File: src/rtl/fetch_stage.sv
// Instruction-fetch stage: PC register, IF/ID pipeline register, JAL/branch
// predecode and a 2-bit saturating-counter branch history table.
module fetch_stage #(
  parameter logic [31:0] RESET_PC    = 32'h0000_0000,
  parameter int          BHT_ENTRIES = 64,
  parameter logic [31:0] NOP_INSTR   = 32'h0000_0013
) (
  input  logic        clk,
  input  logic        rst_n,
  input  logic        stall_f,
  input  logic        flush_d,
  input  logic        redirect_valid,
  input  logic [31:0] redirect_pc,
  input  logic        bht_upd_valid,
  input  logic [31:0] bht_upd_pc,
  input  logic        bht_upd_taken,
  output logic [31:0] imem_addr,
  input  logic [31:0] imem_rdata,
  output logic [31:0] InstrD,
  output logic [31:0] PCD,
  output logic [31:0] PCPlus4D,
  output logic        PredTakenD,
  output logic        ValidD
);

  localparam int         IDX_W     = $clog2(BHT_ENTRIES);
  localparam logic [6:0] OP_JAL    = 7'b1101111;
  localparam logic [6:0] OP_BRANCH = 7'b1100011;

  function automatic logic signed [31:0] imm_j(input logic [31:0] instr);
    return {{11{instr[31]}}, instr[31], instr[19:12], instr[20], instr[30:21], 1'b0};
  endfunction

  function automatic logic signed [31:0] imm_b(input logic [31:0] instr);
    return {{19{instr[31]}}, instr[31], instr[7], instr[30:25], instr[11:8], 1'b0};
  endfunction

  function automatic logic [1:0] sat_update(input logic [1:0] cnt, input logic taken);
    logic [1:0] res;
    res = cnt;
    if (taken && cnt != 2'b11)
      res = cnt + 2'b01;
    else if (!taken && cnt != 2'b00)
      res = cnt - 2'b01;
    return res;
  endfunction

  logic [31:0]        pc_p0;
  logic [31:0]        pc_plus4_p0;
  logic [31:0]        target_p0;
  logic [31:0]        pc_next_p0;
  logic signed [31:0] imm_p0;
  logic               pred_taken_p0;
  logic [IDX_W-1:0]   rd_idx;
  logic [IDX_W-1:0]   upd_idx;
  logic [1:0]         bht [BHT_ENTRIES];

  logic [31:0] instr_p1;
  logic [31:0] pc_p1;
  logic [31:0] pc_plus4_p1;
  logic        pred_taken_p1;
  logic        vld_p1;

  logic unused_upd_bits;
  assign unused_upd_bits = ^{bht_upd_pc[31:IDX_W+2], bht_upd_pc[1:0]};

  assign rd_idx      = pc_p0[IDX_W+1:2];
  assign upd_idx     = bht_upd_pc[IDX_W+1:2];
  assign imem_addr   = pc_p0;
  assign pc_plus4_p0 = pc_p0 + 32'd4;

  // Predecode: the prediction reads the counter as it stands this cycle, so a
  // same-index update only becomes visible on the following fetch.
  always_comb begin
    pred_taken_p0 = 1'b0;
    imm_p0        = '0;
    unique case (imem_rdata[6:0])
      OP_JAL: begin
        pred_taken_p0 = 1'b1;
        imm_p0        = imm_j(imem_rdata);
      end
      OP_BRANCH: begin
        pred_taken_p0 = bht[rd_idx][1];
        imm_p0        = imm_b(imem_rdata);
      end
      default: ;
    endcase
  end

  assign target_p0 = pc_p0 + $unsigned(imm_p0);

  always_comb begin
    pc_next_p0 = pc_plus4_p0;
    if (redirect_valid)
      pc_next_p0 = redirect_pc;
    else if (stall_f)
      pc_next_p0 = pc_p0;
    else if (pred_taken_p0)
      pc_next_p0 = target_p0;
  end

  always_ff @(posedge clk or negedge rst_n) begin
    if (!rst_n)
      pc_p0 <= RESET_PC;
    else
      pc_p0 <= pc_next_p0;
  end

  // BHT training is independent of stall and flush.
  always_ff @(posedge clk or negedge rst_n) begin
    if (!rst_n) begin
      for (int i = 0; i < BHT_ENTRIES; i++)
        bht[i] <= 2'b01;
    end else if (bht_upd_valid) begin
      bht[upd_idx] <= sat_update(bht[upd_idx], bht_upd_taken);
    end
  end

  // ---- IF/ID boundary ----
  always_ff @(posedge clk or negedge rst_n) begin
    if (!rst_n) begin
      instr_p1      <= NOP_INSTR;
      pc_p1         <= '0;
      pc_plus4_p1   <= '0;
      pred_taken_p1 <= 1'b0;
      vld_p1        <= 1'b0;
    end else if (redirect_valid || flush_d) begin
      instr_p1      <= NOP_INSTR;
      pc_p1         <= '0;
      pc_plus4_p1   <= '0;
      pred_taken_p1 <= 1'b0;
      vld_p1        <= 1'b0;
    end else if (!stall_f) begin
      instr_p1      <= imem_rdata;
      pc_p1         <= pc_p0;
      pc_plus4_p1   <= pc_plus4_p0;
      pred_taken_p1 <= pred_taken_p0;
      vld_p1        <= 1'b1;
    end
  end

  assign InstrD     = instr_p1;
  assign PCD        = pc_p1;
  assign PCPlus4D   = pc_plus4_p1;
  assign PredTakenD = pred_taken_p1;
  assign ValidD     = vld_p1;

endmodule

File: config.mk
export PLATFORM = sky130hd
export DESIGN_NAME = fetch_stage
export DESIGN_NICKNAME = d
export VERILOG_FILES = /design/src/rtl/fetch_stage.sv
export SDC_FILE = /design/constraint.sdc
export NUM_CORES = 1
export LEC_CHECK = 0
export ABC_AREA = 1
export BUFFER_PORTS_ARGS = -buffer_cell sky130_fd_sc_hd__buf_2
export CAP_MARGIN = 15
export CORE_UTILIZATION = 30
export DETAILED_ROUTE_END_ITERATION = 7
export MAX_ROUTING_LAYER = met4
export PLACE_DENSITY = 0.51
export SETUP_SLACK_MARGIN = 0.4
export SLEW_MARGIN = 20
export SYNTH_ARGS = -nofsm -noshare
export SYNTH_HDL_FRONTEND = slang
export SYNTH_SLANG_ARGS = --single-unit
File: constraint.sdc
create_clock -name clk -period 5.7 [get_ports clk]
set_input_delay 0.285 -clock clk [delete_from_list [all_inputs] [get_ports clk]]
set_output_delay 0.285 -clock clk [all_outputs]
set_load 0.01 [all_outputs]
==> results.toml <==
[status]
status = "completed"

[power]
total_power_mw = 5.493
power.density_nw_per_um2 = 293.1
max-vdd-ir-drop_uv = 219.8
p_leak_nw = 9.183

[clock_tree]
clock-sinks = 256
cts_tree = "yes"
cts_htree_levels = 1
clock_path_buffers = 3
clk_pin_slew_ns = 0.06
cts_made_buffers = 31
cts_root_buf = "clkbuf_16"
clock_latency_ns = 0.60
cts_resized = 0

[global_routing]
grt.overflow.total = 0
grt_pass1_vias = 15150
antenna_found_initial = 0
grt_first_pass_wirelength_um = 91600
gr-usage-all-layers_pct = 22.52
grt_max_degree = 146

[routing]
routed-via-count = 15780
drtPass1Iterations = 5
ant_nets = 0
drc = 0
via_per_inst = 5.087
routed_wl_um = 60440
wl_per_cell_um = 19.48
drt_iter0_markers = 1319

[final_layout]
drive_gt1_share_pct = 17.85
antennaDiodeCount = 0
regArea_um2 = 6490
nets = 2527
syn_to_final_growth_pct = 16.94
fill_cells = 5544
multi_input_area_um2 = 8019

[critical_path]
slowest_stage = "nand2_1"
path_cells = "dlygate4sd3_1, buf_2, nor3_1, nand2_1, nand2_1, inv_1, nor2_1, ha_1, a21oi_1, o21ai_0, a21oi_1, nor2_1, nor3_1, nand2_1, nand2_1, nand2_1, nand2_1, nand3_1, nand2_1, nand2_1"
r2r_setup_slack_ns = 1.62
slowest_delay_ns = 0.59
critPathRequiredTime_ns = 6.18
crit_type = "primary input to flop"
crit_path_start_kind = "primary input"
rr_worst_depth = 12
r2r-start = "imem_addr[4]"
path_common_cell = "nand2_1"
cp.arrival_ns = 4.58
cp_max_fo = 16
end_kind = "flop"
rr_endpoint = "imem_addr[4]"

[sta]
worst_pin_slew_ns = 1.009
finalSetupViolations = 0
fin_crit_sh_pct = 71.87
rsz0062_at_grt = "no"
finClkSkew_ns = 0.01960
report.final.slew_viol_count = 0
final_hold_viol_count = 0
fmax_ghz = 0.2441
slew_headroom_pct = 32.51
fin_crit_ns = 4.096
fin_tns_setup_ns = 0

[yosys]
seq_area_frac_synth_pct = 40.50
yosysWarnings = 0
synth_fp_nets = 2341
synth.avg_cell_area_um2 = 7.271
synthTopCellsByArea = "dfrtp_1 (30%), nand2_1 (18%), dfstp_2 (11%)"
ys.flop_type = "dfrtp_1"
synth_top_area_share_pct = 29.51
netlist_instances = 2204
synthArstFlopShare_pct = 100.0
synthMostInstantiatedCell = "nand2_1"
synth_top_area_cell = "dfrtp_1"
ys_types = 47
synthTopCellsByCount = "nand2_1 (757), inv_1 (244), nand3_1 (204)"
synth_enable_flop_cells = 0
ys_ff_latch = 256
netlist_area_um2 = 16030

[die]
std_cell_rows = 84
dieArea_um2 = 54350
initial_utilization_pct = 30.43
fp.coreArea_um2 = 52660
dieHeight_um = 233.1
die_x_um = 233.1
ios = 233

[min_path]
min_path_cells = 3
min-delay-start = "imem_rdata[24]"
whs_endpoint = "InstrD[24]"
min_path_type = "primary input to flop"

[placed_design]
place.port_buffers = 206
hpwl_um = 42310
gp_congestion = 0.9650

[flow_run]
cap_violations = 0
-- logic make-up (layout without fill, tap and decap cells) --
logic type,count (synthesis),count (layout),share of synthesized area [%]
AO/OA/AOI/OAI,256,256,9.080
flip-flops,256,256,40.50
AND/OR/NAND/NOR,1276,1276,35.90
buffers and inverters,342,552,9.635
XOR/XNOR,40,40,2.186
adder cells (fa/ha/maj),34,34,2.701
-- worst max-delay path, delay by kind of cell --
| family | cells | cell delay, ns |
|---|---|---|
| compound gates | 3 | 0.67 |
| fa+ha+maj | 1 | 0.33 |
| buf+inv | 3 | 0.90 |
| simple gates | 13 | 2.38 |
-- metal layers --
metal	wire length, µm	share of wire [%]	track usage [%]
met1	27520	46	30.95
met2	27930	46	36.00
met3	3784	6.3	1.917
met4	1202	2.0	4.800
met5	0	0	-
-- cell type report --
class                      instances  share of cell area [%]
inverter                         257                   5.174
multi-input combinational       1606                   42.79
tap                              688                   4.593
sequential                       256                   34.63
clock buffer                      43                   4.593
clock inverter                    14                   1.021
timing repair buffer             238                   7.197
-- power breakdown --
group,internal (mW),total (mW),switching (mW),leakage [nW]
clock,1.24,2.09,0.848,0.524
sequential,2.06,2.26,0.201,3.21
combinational,0.333,1.15,0.817,5.44
-- flip-flops by register name, indices dropped and copies added, names as in the netlist --
| signal | flops |
|---|---|
| InstrD | 32 |
| PCD | 32 |
| PCPlus4D | 30 |
| PredTakenD | 1 |
| ValidD | 1 |
| bht | 128 |
| imem_addr | 32 |
-- cells in the final DEF, fill, tap and decap left out, drive strengths merged --
cell type	count
dfrtp	189
inv	257
a31oi	1
a22oi	21
xor2	30
o22a	3
fa	1
nor2	143
clkbuf	43
bufinv	4
o21a	2
dfstp	67
nand4	41
nand3	269
nand2	762
clkinv	10
o2111ai	1
nor3	44
a21o	2
and3	1
a21oi	58
a211oi	1
xnor2	10
o22ai	5
buf	216
o21bai	3
nor4	6
nand3b	10
ha	33
a22o	13
dlygate4sd3	22
o21ai	146
-- worst max-delay path by stage --
stage | endpoint | cells past startpoint | start | slack [ns]
detailed placement | imem_addr[23] | 18 | imem_rdata[6] | 1.62
CTS | imem_addr[23] | 18 | imem_rdata[4] | 1.68
global route | imem_addr[24] | 20 | imem_rdata[4] | 1.20
global placement | imem_addr[20] | 20 | imem_rdata[6] | 1.68
floorplan | imem_addr[31] | 19 | imem_rdata[6] | 2.78
finish | imem_addr[24] | 20 | imem_rdata[4] | 1.60
-- timing repair --
action,CTS,global route
hold buffers,22,0
buffers inserted,0,0
hold endpoints to repair,129,0
-- metrics by stage --
stage	setup WS (ns)	hold slack, ns	cell area (µm²)	util [%]	cells
6_report	1.604	0.02167	18740	35.59	3102
5_1_grt	1.198	0.03378	18740	35.59	3102
4_1_cts	1.676	0.003318	18740	35.59	3102
3_5_place_dp	1.621	0.4219	17470	33.17	3023
3_3_place_gp	1.681	0.4300	17470	33.17	3023
2_1_floorplan	2.775	-0.01059	16030	-	2204
Power figures use the tool's default switching activity.
